### src/rtl/clap_pkg.sv
// Shared definitions for the clap sequence counter: FSM encoding and default timing
// constants for a 100 MHz system clock.
package clap_pkg;

  typedef logic [1:0] state_t;

  localparam logic [1:0] ST_IDLE    = 2'd0;
  localparam logic [1:0] ST_LOCKOUT = 2'd1;
  localparam logic [1:0] ST_WAIT    = 2'd2;
  localparam logic [1:0] ST_REPORT  = 2'd3;

  // 50 ms lockout, 500 ms inter-clap window at 100 MHz
  localparam int DEFAULT_LOCKOUT_CYCLES = 5_000_000;
  localparam int DEFAULT_WINDOW_CYCLES  = 50_000_000;
  localparam int DEFAULT_COUNT_W        = 4;

endpackage

### src/rtl/clap_edge_detect.sv
// Rising-edge detector: registers the previous sample and flags 0->1 transitions
// combinationally against the current input.
module clap_edge_detect #(
  parameter logic RESET_VAL = 1'b1
) (
  input  logic clk,
  input  logic rst,
  input  logic sig_i,
  output logic rise_o
);

  logic prev_q;

  always_ff @(posedge clk) begin
    if (rst) prev_q <= RESET_VAL;
    else     prev_q <= sig_i;
  end

  assign rise_o = sig_i & ~prev_q;

endmodule

### src/rtl/clap_sequence_counter.sv
// Counts debounced claps, groups them into sequences bounded by an inter-clap window,
// and reports each finished sequence's count with a one-cycle valid pulse.
module clap_sequence_counter
  import clap_pkg::*;
#(
  parameter int COUNT_W        = DEFAULT_COUNT_W,
  parameter int LOCKOUT_CYCLES = DEFAULT_LOCKOUT_CYCLES,
  parameter int WINDOW_CYCLES  = DEFAULT_WINDOW_CYCLES
) (
  input  logic               clk,
  input  logic               rst,
  input  logic               ledPeak,
  output logic [COUNT_W-1:0] clapCount,
  output logic [COUNT_W-1:0] seqCount,
  output logic               seqValid,
  output logic               busy
);

  localparam int TMAX = (LOCKOUT_CYCLES > WINDOW_CYCLES) ? LOCKOUT_CYCLES : WINDOW_CYCLES;
  localparam int TW   = $clog2(TMAX + 1);
  localparam logic [TW-1:0] LOCK_LAST = TW'(LOCKOUT_CYCLES - 1);
  localparam logic [TW-1:0] WIN_LAST  = TW'(WINDOW_CYCLES - 1);
  localparam logic [COUNT_W-1:0] ONE  = COUNT_W'(1);

  state_t             state_q, state_d;
  logic [TW-1:0]      timer_q, timer_d;
  logic [COUNT_W-1:0] clap_q, clap_d;
  logic [COUNT_W-1:0] seq_q, seq_d;
  logic               vld_q, vld_d;
  logic               clap_edge;

  function automatic logic [COUNT_W-1:0] sat_inc(input logic [COUNT_W-1:0] c);
    return (&c) ? c : c + ONE;
  endfunction

  // Previous sample resets high so a peak held across reset release is not a clap
  clap_edge_detect #(.RESET_VAL(1'b1)) u_edge (
    .clk    (clk),
    .rst    (rst),
    .sig_i  (ledPeak),
    .rise_o (clap_edge)
  );

  always_comb begin
    state_d = state_q;
    timer_d = timer_q;
    clap_d  = clap_q;
    seq_d   = seq_q;
    case (state_q)
      ST_IDLE: begin
        if (clap_edge) begin
          clap_d  = ONE;
          timer_d = '0;
          state_d = ST_LOCKOUT;
        end
      end
      ST_LOCKOUT: begin
        if (timer_q == LOCK_LAST) begin
          timer_d = '0;
          state_d = ST_WAIT;
        end else begin
          timer_d = timer_q + 1'b1;
        end
      end
      ST_WAIT: begin
        // A clap on the window's last cycle still extends the sequence
        if (clap_edge) begin
          clap_d  = sat_inc(clap_q);
          timer_d = '0;
          state_d = ST_LOCKOUT;
        end else if (timer_q == WIN_LAST) begin
          seq_d   = clap_q;
          state_d = ST_REPORT;
        end else begin
          timer_d = timer_q + 1'b1;
        end
      end
      default: begin
        if (clap_edge) begin
          clap_d  = ONE;
          timer_d = '0;
          state_d = ST_LOCKOUT;
        end else begin
          clap_d  = '0;
          state_d = ST_IDLE;
        end
      end
    endcase
    vld_d = (state_d == ST_REPORT);
  end

  always_ff @(posedge clk) begin
    if (rst) begin
      state_q <= ST_IDLE;
      timer_q <= '0;
      clap_q  <= '0;
      seq_q   <= '0;
      vld_q   <= 1'b0;
    end else begin
      state_q <= state_d;
      timer_q <= timer_d;
      clap_q  <= clap_d;
      seq_q   <= seq_d;
      vld_q   <= vld_d;
    end
  end

  assign clapCount = clap_q;
  assign seqCount  = seq_q;
  assign seqValid  = vld_q;
  assign busy      = (state_q != ST_IDLE);

endmodule

### config.mk
export PLATFORM = sky130hd
export DESIGN_NAME = clap_sequence_counter
export DESIGN_NICKNAME = d
export VERILOG_FILES = /design/src/rtl/clap_pkg.sv /design/src/rtl/clap_edge_detect.sv /design/src/rtl/clap_sequence_counter.sv
export SDC_FILE = /design/constraint.sdc
export NUM_CORES = 1
export LEC_CHECK = 0
export CORE_UTILIZATION = 60
export DETAILED_ROUTE_END_ITERATION = 12
export GPL_TIMING_DRIVEN = 0
export PLACE_DENSITY = 0.78
export SLEW_MARGIN = 20
export SYNTH_ARGS = -nofsm -noshare
export SYNTH_HDL_FRONTEND = slang
export SYNTH_SLANG_ARGS = --single-unit
### constraint.sdc
create_clock -name clk -period 5.7 [get_ports clk]
set_clock_uncertainty 0.15 [all_clocks]
set_input_delay 0.855 -clock clk [delete_from_list [all_inputs] [get_ports clk]]
set_output_delay 0.855 -clock clk [all_outputs]
set_load 0.02 [all_outputs]
[After elaboration in Yosys (flattened, before gate mapping)]
Index checks and enable logic that the tools add are counted.
Cells by class
  add/subtract/negate cells: 2
  eq/ne operators: 9
  multiplexer cells: 16
  bitwise gates (word level): 4
  reduce and logical (&&, ||, !) cells: 7
Operator list (number)
  26-bit two-way mux: 4
  26-bit case mux with 2 select lines: 1
  26-bit by 1-bit adder with 26-bit output (second input constant): 1
  26-bit by 23-bit == test with 1-bit output (second input constant): 1
  26-bit == test (second input constant): 1
  4-bit two-way mux: 3
  4-bit case mux with 3 select lines: 1
  2-bit two-way mux: 4
  4-bit AND reduction: 2
  2-bit inequality test (second input constant): 3
  2-bit case mux with 3 select lines: 1
  4-bit by 1-bit adder with 4-bit output (second input constant): 1
  2-bit == test (second input constant): 2
  3-bit inequality test (second input constant): 1
  1-bit inverter: 3
  3-bit AND reduction: 1
  3-bit nonzero test: 1
  2-bit by 1-bit == test with 1-bit output (second input constant): 1
  2-bit logical NOT: 1
  1-bit two-way mux: 2
  2-bit AND reduction: 1
  2-bit nonzero test: 1
  1-bit AND: 1
Storage, ports and cells
  bits in registers: 38
  input port bits: 3
  output and inout bits: 10
  logic and storage cells: 44

[Logic depth before layout (Yosys ltp)]
Gate-level depths: netlist of the first run.
  depth after elaboration: 5
  mapped depth: 8
  mapped depth without buffers: 7

[Modules after synthesis]
From an unflattened synthesis of the first run, not the netlist that was laid out.
Second synthesis, totals
  cell total of the unflattened synthesis: 228
  area, all modules: 2030.7 sq um
Modules (own cells, without submodules)
  clap_sequence_counter: times used 1, cells an instance 225, area an instance 1998.2 sq um, seq. area each 740.7 sq um
  clap_edge_detect: times used 1, cells an instance 3, area an instance 32.5 sq um, seq. area each 20.0 sq um

[Worst setup path after synthesis of the first run]
No wires, ideal clock.
  path kind: input port to flip-flop
  start point: input port ledPeak
  end point: register timer_q[10]
  library setup time: 0.136 ns
  arrival: 2.181 ns
  data required time: 5.414 ns
  path slack: 3.233 ns
  cell stages on the path: 7
  buffers on the path: 2
  cells stage by stage: nor2b_1 -> clkbuf_1 -> o2111ai_1 -> o221a_2 -> clkbuf_1 -> a22oi_1 -> o32ai_2
Between the ends
  longest elaborated chain between the ends: 3
  elaborated cells on any way between the ends: 6
  classes of those cells: 1 x eq/ne; 2 x mux; 1 x bitwise; 2 x reduce/logical
Ends and longest elaborated chain
  start, declared: line clap_sequence_counter.sv:12  | input logic ledPeak,
  1-bit AND *: line clap_edge_detect.sv:19  | assign rise_o = sig_i & ~prev_q;
  26-bit two-way mux, or another cell as far along: line clap_sequence_counter.sv:67  | if (clap_edge) begin
  26-bit case mux with 2 select lines / 2-bit AND reduction (equally long branches)
  end signal, assigned: line clap_sequence_counter.sv:101  | timer_q <= timer_d;
  end, declared: line clap_sequence_counter.sv:26  | logic [TW-1:0] timer_q, timer_d;
Every way passes the cells marked *; elsewhere a longest branch is shown, timed or not.
A chain may end at the register's enable or synchronous reset.

[Worst setup path in the final report of the first run]
  start point: input port ledPeak
  end point: register timer_q[5]
Same word-level chain as after synthesis.

==> summary.txt, run 1 <==
Power and ir drop
  • Leak: about 0.74 nW
  • Clk network pwr share: roughly 39%
  • Sw frac: between 20% and 30%
  • Logic pwr share: under 10%
  • IR Drop Worst-Case VDD: ~170 uV
  • Seq pwr share: 55.6%
  • P_int: roughly 0.37 mW
  • Switch Pwr: about 0.11 mW
  • Ratio of total power to cell area: 190 nW/um^2

Floorplan
  • Row count: 22
  • Initial Util: between 60 and 70%
  • Die W: between 60 and 70 um
  • Core area: around 3700 um^2
  • I/O Pins: 13
  • Die span in y: approximately 64 um
  • Die area: about 4000 um^2

Logic synthesis
  • Syn nets: 266
  • Synth top area cells: dfxtp_1 (33%), o32ai_2 (5.0%), nor3_2 (4.4%)
  • YS warnings: 0
  • Synth Cell Area: around 2300 um^2
  • Gate Count Post-Synth: around 260
  • Count of cell types in the netlist: 52
  • Synth top area share: about a third
  • Cell taking the most area after synthesis: dfxtp_1
  • Async SR Flop Fraction: 0%
  • Ys flop type: dfxtp_1
  • Syn_area_per_cell: just under 9 um^2
  • FF+latch count, synth: 38
  • EDFF count, synth: 0
  • Sequential area share after synthesis: 33.4%

Clock network
  • CTS Hold Bufs: 0
  • Clk slew on worst S/H paths: about 80 ps
  • Post-CTS setup buffer count: 0
  • Clk root buf: clkbuf_8
  • PostCTS Resize Cnt: 0
  • Worst skew pair latency: ~300 ps
  • Clock Path Buffers: 2
  • TritonCTS clock tree: done
  • TritonCTS buffer count: 5
  • # H-tree levels: 2
  • # clock sinks: 38

Global routing
  • Gr usage total: 27.7%
  • Global-route wire length before repair: roughly 8800 um
  • Number of global-route vias before repair: 1891
  • Pin count of the biggest net entering global routing: 11
  • Initial antenna violation count: 0
  • Gr ovfl total: 0

Worst setup path
  • Worst R2R End: timer_q[5]
  • Worst Setup Path Type: in2reg
  • Flop-to-flop setup slack: between 3000 and 4000 ps
  • Cell Chain, Critical Path: clkdlybuf4s50_1, nor2b_1, clkbuf_1, o2111ai_1, o221a_2, clkbuf_1, a22oi_1, o32ai_2
  • CP Launch Type: primary input
  • Worst Setup SP: ledPeak
  • R2R depth: 6
  • Worst path slowest cell: clkdlybuf4s50_1
  • Slowest stage delay, CP: just under 500 ps
  • Cell family with most CP delay: buffers and inverters
  • Origin of the critical flop-to-flop path: timer_q[22]
  • CP required: between 5000 and 6000 ps
  • Critical Path Fanout Max: 10
  • Crit-path most repeated cell: clkbuf_1
  • Critical path endpoint category: flip-flop
  • Bufs and invs on worst path: 3
  • Arr. time, crit path: 3000 ps

Final layout
  • Nets@finish: roughly 280
  • Post-Layout Cell Count: between 300 and 400
  • Fill count: 317
  • Layout area overhead: 11.1%
  • ANT cells: 0
  • Fraction of layout cells with a size suffix above 1: approximately an eighth

Placement
  • Gpl congestion: approximately 0.85
  • IO Port Bufs: 11
  • Placed cell count: around 320
  • Detailed Place HPWL: about 3900 um

Drt
  • Initial drt markers: between 150 and 200
  • Vias: 2009
  • Antenna Violating Nets Remaining: 0
  • DRT Pass-1 Iters: 5
  • Routed length per instance: approximately 17 um
  • Avg Vias per Cell: 6.26
  • Final wirelength: roughly 5300 um
  • DR DRC count: 0

Worst hold path
  • HP Start: seqCount[2]
  • Hold EP: seqCount[2]
  • Hold/Removal Path Class: reg2reg
  • Worst hold path depth: 2

Status
  • Status: finished, final reports clean

STA
  • Max-slew headroom: between 50% and 60%
  • Hold WS: between 300 and 400 ps
  • Fin. max-slew vios: 0
  • Fmax: between 300 and 400 MHz
  • Final Hold Fails: 0
  • Tcrit/Tclk final: a little over half
  • Setup_tns: 0 ps
  • Worst Tran Pin Value: about 700 ps
  • Finish-stage setup viols: 0
  • RSZ-0062 raised after global routing: no
  • Min cycle time layout: 2990 ps

Flow run
  • Max cap viols: 0
## power groups by stage
stage          registers, mW  clock network (mW)  logic, mW
2_1_floorplan          0.274                   0     0.0178
3_3_place_gp           0.274                   0     0.0254
3_5_place_dp           0.274                   0     0.0255
4_1_cts                0.267               0.191     0.0256
5_1_grt                0.268               0.200     0.0273
6_report               0.267               0.187     0.0257
## routing by layer
| metal | GRT usage, % | vias up | share of wire, % |
|---|---|---|---|
| li1 | - | 1000 | - |
| met1 | 35.1 | 944 | 47 |
| met2 | 43.8 | 54 | 46 |
| met3 | 6.34 | 11 | 4.5 |
| met4 | 13.9 | 0 | 2.3 |
| met5 | 0 | - | 0 |
## cell families (layout without fill, tap and decap cells)
logic type | Yosys count | in the layout | synth area share (%)
AO/OA/AOI/OAI | 51 | 51 | 20.0
flip-flops | 38 | 38 | 33.4
buffers and inverters | 29 | 46 | 5.11
adder cells (fa/ha/maj) | 7 | 7 | 3.84
AND/OR/NAND/NOR | 113 | 113 | 30.5
multiplexers | 4 | 4 | 1.76
XOR/XNOR | 14 | 14 | 5.38
## placed cells by master (no fill, tap or decap), drive strengths merged, types with 3 or more instances in the layout
| cell type | netlist | routed |
|---|---|---|
| nor2b | 3 | 3 |
| xor2 | 4 | 4 |
| o211ai | 3 | 3 |
| o31ai | 3 | 3 |
| nand2 | 19 | 19 |
| a22oi | 9 | 9 |
| and3 | 3 | 3 |
| o32ai | 9 | 9 |
| nand3 | 15 | 15 |
| nor2 | 9 | 9 |
| clkbuf | 10 | 16 |
| a211oi | 5 | 5 |
| xnor2 | 10 | 10 |
| or3 | 11 | 11 |
| dfxtp | 38 | 38 |
| nor4 | 8 | 8 |
| a21oi | 6 | 6 |
| ha | 7 | 7 |
| nor3 | 21 | 21 |
| mux2i | 4 | 4 |
| inv | 17 | 17 |
| nand4 | 6 | 6 |
| or2 | 3 | 3 |
| clkdlybuf4s50 | 0 | 11 |
| o21ai | 7 | 7 |
## area by class of cell
cell class / count / area, um^2 / area share (%)
buffer: 12 / 52.6 / 2.08
sequential: 38 / 761 / 30.1
timing repair buffer: 11 / 110 / 4.35
tap: 48 / 60.1 / 2.37
clock buffer: 6 / 82.6 / 3.26
inverter: 17 / 63.8 / 2.52
multi-input combinational: 189 / 1400 / 55.4
## per-stage QoR
step / setup slack, ps / util [%] / cell area (um^2) / power [mW]
floorplan: 3230 / - / 2280 / 0.292
global placement: 2460 / 66.9 / 2450 / 0.299
detailed placement: 2410 / 66.9 / 2450 / 0.299
CTS: 2720 / 69.1 / 2530 / 0.484
global route: 2610 / 69.1 / 2530 / 0.495
finish: 2710 / 69.1 / 2530 / 0.481
## worst min-delay path: stages, from the launching register on
cell	delay, ps
dfxtp_1	330
mux2i_1	60
nor2_1	80
## worst max-delay path by stage
stage / endpoint / slack (ps) / cells past startpoint
after floorplan: timer_q[10] / 3230 / 7
after global placement: timer_q[21] / 2460 / 8
after detailed placement: timer_q[5] / 2410 / 8
after CTS: timer_q[5] / 2720 / 8
after global routing: timer_q[5] / 2610 / 8
final: timer_q[5] / 2710 / 8
## state kept, by name (all words and copies together) (netlist names)
| signal | cells |
|---|---|
| seqValid | 1 |
| clapCount | 4 |
| seqCount | 4 |
| timer_q | 26 |
| state_q | 2 |
| u_edge.prev_q | 1 |
## synthesized netlist by cell type, types with 4 or more instances
cell,n
clkbuf_1,10
ha_1,7
dfxtp_1,38
a22oi_1,9
o32ai_2,7
inv_1,17
xor2_1,4
a211oi_1,5
nor4_1,6
a21oi_1,5
nand3_1,15
mux2i_1,4
nor2_1,9
nand4_1,6
xnor2_1,10
nor3_2,10
nor3_1,11
nand2_1,19
o21ai_0,5
or3_1,11
(Power assumes the default switching activity.)
==> run 2, diff against run 1 <==
--- a/config.mk
+++ b/config.mk
@@ -5,10 +5,10 @@
 export SDC_FILE = /design/constraint.sdc
 export NUM_CORES = 1
 export LEC_CHECK = 0
-export CORE_UTILIZATION = 60
+export CORE_UTILIZATION = 53
 export DETAILED_ROUTE_END_ITERATION = 12
 export GPL_TIMING_DRIVEN = 0
-export PLACE_DENSITY = 0.78
+export PLACE_DENSITY = 0.73
 export SLEW_MARGIN = 20
 export SYNTH_ARGS = -nofsm -noshare
 export SYNTH_HDL_FRONTEND = slang
==> constraint.sdc (replaced) <==
create_clock -name clk -period 2.6 [get_ports clk]
set_clock_uncertainty 0.15 [all_clocks]
set_input_delay 0.39 -clock clk [delete_from_list [all_inputs] [get_ports clk]]
set_output_delay 0.39 -clock clk [all_outputs]
set_load 0.02 [all_outputs]
==> summary.txt, run 2 (same netlist as run 1, synthesis figures left out) <==
Status
  • Status: finished, final reports clean (unchanged)

Global routing
  • Pin count of the biggest net entering global routing: 11 (unchanged)
  • Gr ovfl total: 0 (unchanged)
  • Gr usage total: 25.7% (was 27.7%)
  • Global-route wire length before repair: 8720 um (was 8770 um)
  • Initial antenna violation count: 0 (unchanged)
  • Number of global-route vias before repair: 1863 (was 1891)

Clock network
  • TritonCTS clock tree: done (unchanged)
  • TritonCTS buffer count: 5 (unchanged)
  • # H-tree levels: 2 (unchanged)
  • Clock Path Buffers: 2 (unchanged)
  • # clock sinks: 38 (unchanged)
  • CTS Hold Bufs: 0 (unchanged)
  • Clk root buf: clkbuf_8 (unchanged)
  • Worst skew pair latency: 290 ps (was 300 ps)
  • Clk slew on worst S/H paths: 70 ps (was 80 ps)

STA
  • Min cycle time layout: around 2500 ps
  • Max-slew headroom: 46.7% (was 53.0%)
  • Setup_tns: 0 ps (unchanged)
  • Hold WS: 348 ps (was 353 ps)
  • Tcrit/Tclk final: ~97%
  • Fmax: roughly 400 MHz
  • PnR worst setup slack: 88.2 ps (was 2710 ps)
  • Final Hold Fails: 0 (unchanged)
  • Finish-stage setup viols: 0 (unchanged)
  • Fin. max-slew vios: 0 (unchanged)
  • RSZ-0062 raised after global routing: no (unchanged)
  • Worst Tran Pin Value: 793 ps (was 699 ps)

Worst setup path
  • Arr. time, crit path: 2570 ps (was 3000 ps)
  • CP Launch Type: flip-flop (was primary input)
  • CP required: 2650 ps (was 5720 ps)
  • Critical path endpoint category: flip-flop (unchanged)
  • Worst Setup Path Type: reg2reg (was in2reg)
  • Critical Path Fanout Max: 10 (unchanged)

Final layout
  • ANT cells: 0 (unchanged)
  • Most frequent cells in the layout: dfxtp_1 (38), nand2_1 (19), inv_1 (17), nand3_1 (15) (unchanged)
  • Nets@finish: 286 (was 284)
  • Largest reg by FF count: timer_q (unchanged)
  • Most common cell after layout, fill and taps aside: dfxtp_1 (unchanged)
  • Flip-flop count of the largest register after layout: 26 (unchanged)
  • Fraction of layout cells with a size suffix above 1: 13.4% (was 12.5%)
  • Layout area overhead: 13.2% (was 11.1%)

Floorplan
  • I/O Pins: 13 (unchanged)
  • Die span in y: 67.6 um (was 63.6 um)
  • Die W: 67.6 um (was 63.6 um)
  • Row count: 23 (was 22)
  • Initial Util: 56.2% (was 62.2%)
  • Core area: 4060 um^2 (was 3660 um^2)
  • Die area: 4570 um^2 (was 4050 um^2)

Drt
  • Routed length per instance: 16.2 um (was 16.6 um)
  • Initial drt markers: 178 (was 191)
  • Final wirelength: 5270 um (was 5320 um)
  • DRT Pass-1 Iters: 5 (unchanged)
  • Antenna Violating Nets Remaining: 0 (unchanged)
  • DR DRC count: 0 (unchanged)
  • Vias: 1998 (was 2009)
  • Avg Vias per Cell: 6.13 (was 6.26)

Worst hold path
  • Hold/Removal Path Class: reg2reg (unchanged)

Placement
  • Post-Place Setup Slack: -238 ps (was 2410 ps)
  • Gpl congestion: 0.884 (was 0.854)
  • Detailed Place HPWL: 3860 um (about the same)
  • IO Port Bufs: 11 (unchanged)

Power and ir drop
  • IR Drop Worst-Case VDD: 306 uV (was 168 uV)
  • Ratio of total power to cell area: 400 nW/um^2 (was 190 nW/um^2)
  • Leak: 0.764 nW (was 0.743 nW)

Flow run
  • Max cap viols: 0 (unchanged)
## run 2: metal layers
metal | global-route usage [%] | part of all wire [%] | wire length, um
met1 | 34.7 | 50 | 2620
met4 | 12.2 | 1.9 | 99
met5 | 0 | 0 | 0
met3 | 5.41 | 4.5 | 239
met2 | 38.4 | 44 | 2310
## run 2: critical path: stages (launching register included)
cell and delay [ps]:
dfxtp_1 410, or3b_1 420, or4b_4 590, o31ai_4 270
buf_4 240, a22oi_1 110, o32ai_2 230
## run 2: through the flow
stage | cells | power, mW | util (%) | cell area, um^2
3_5_place_dp | 317 | 0.656 | 60.4 | 2450
5_1_grt | 326 | 1.07 | 63.6 | 2580
4_1_cts | 324 | 1.04 | 62.5 | 2540
3_3_place_gp | 317 | 0.656 | 60.4 | 2450
2_1_floorplan | 256 | 0.639 | - | 2280
6_report | 326 | 1.03 | 63.6 | 2580
## run 2: power breakdown
part	leakage (nW)	internal [mW]	total (mW)	switching, mW
Clock	0.0383	0.185	0.385	0.201
Combinational	0.420	0.0187	0.0593	0.0406
Sequential	0.306	0.584	0.586	0.00258
## run 2: area by class of cell
cell class	count	area, um^2
Buffer	12	57.6
Clock buffer	7	76.3
Fill cell	354	1480
Inverter	17	63.8
Multi-Input combinational cell	189	1420
Sequential cell	38	761
Tap cell	50	62.6
Timing Repair Buffer	13	138
## run 2: worst paths after layout
path,start,to,slack [ps],cells past startpoint
hold / removal,seqCount[1],seqCount[1],350,2
setup / recovery,timer_q[22],timer_q[4],90,6
setup reg to reg,timer_q[22],timer_q[4],90,6
hold reg to reg,seqCount[1],seqCount[1],350,2
## run 2: timing repair
action,in CTS,in global routing
setup endpoints to repair,17,20
setup buffers,0,2
resized for setup,2,4
pin swaps,0,2
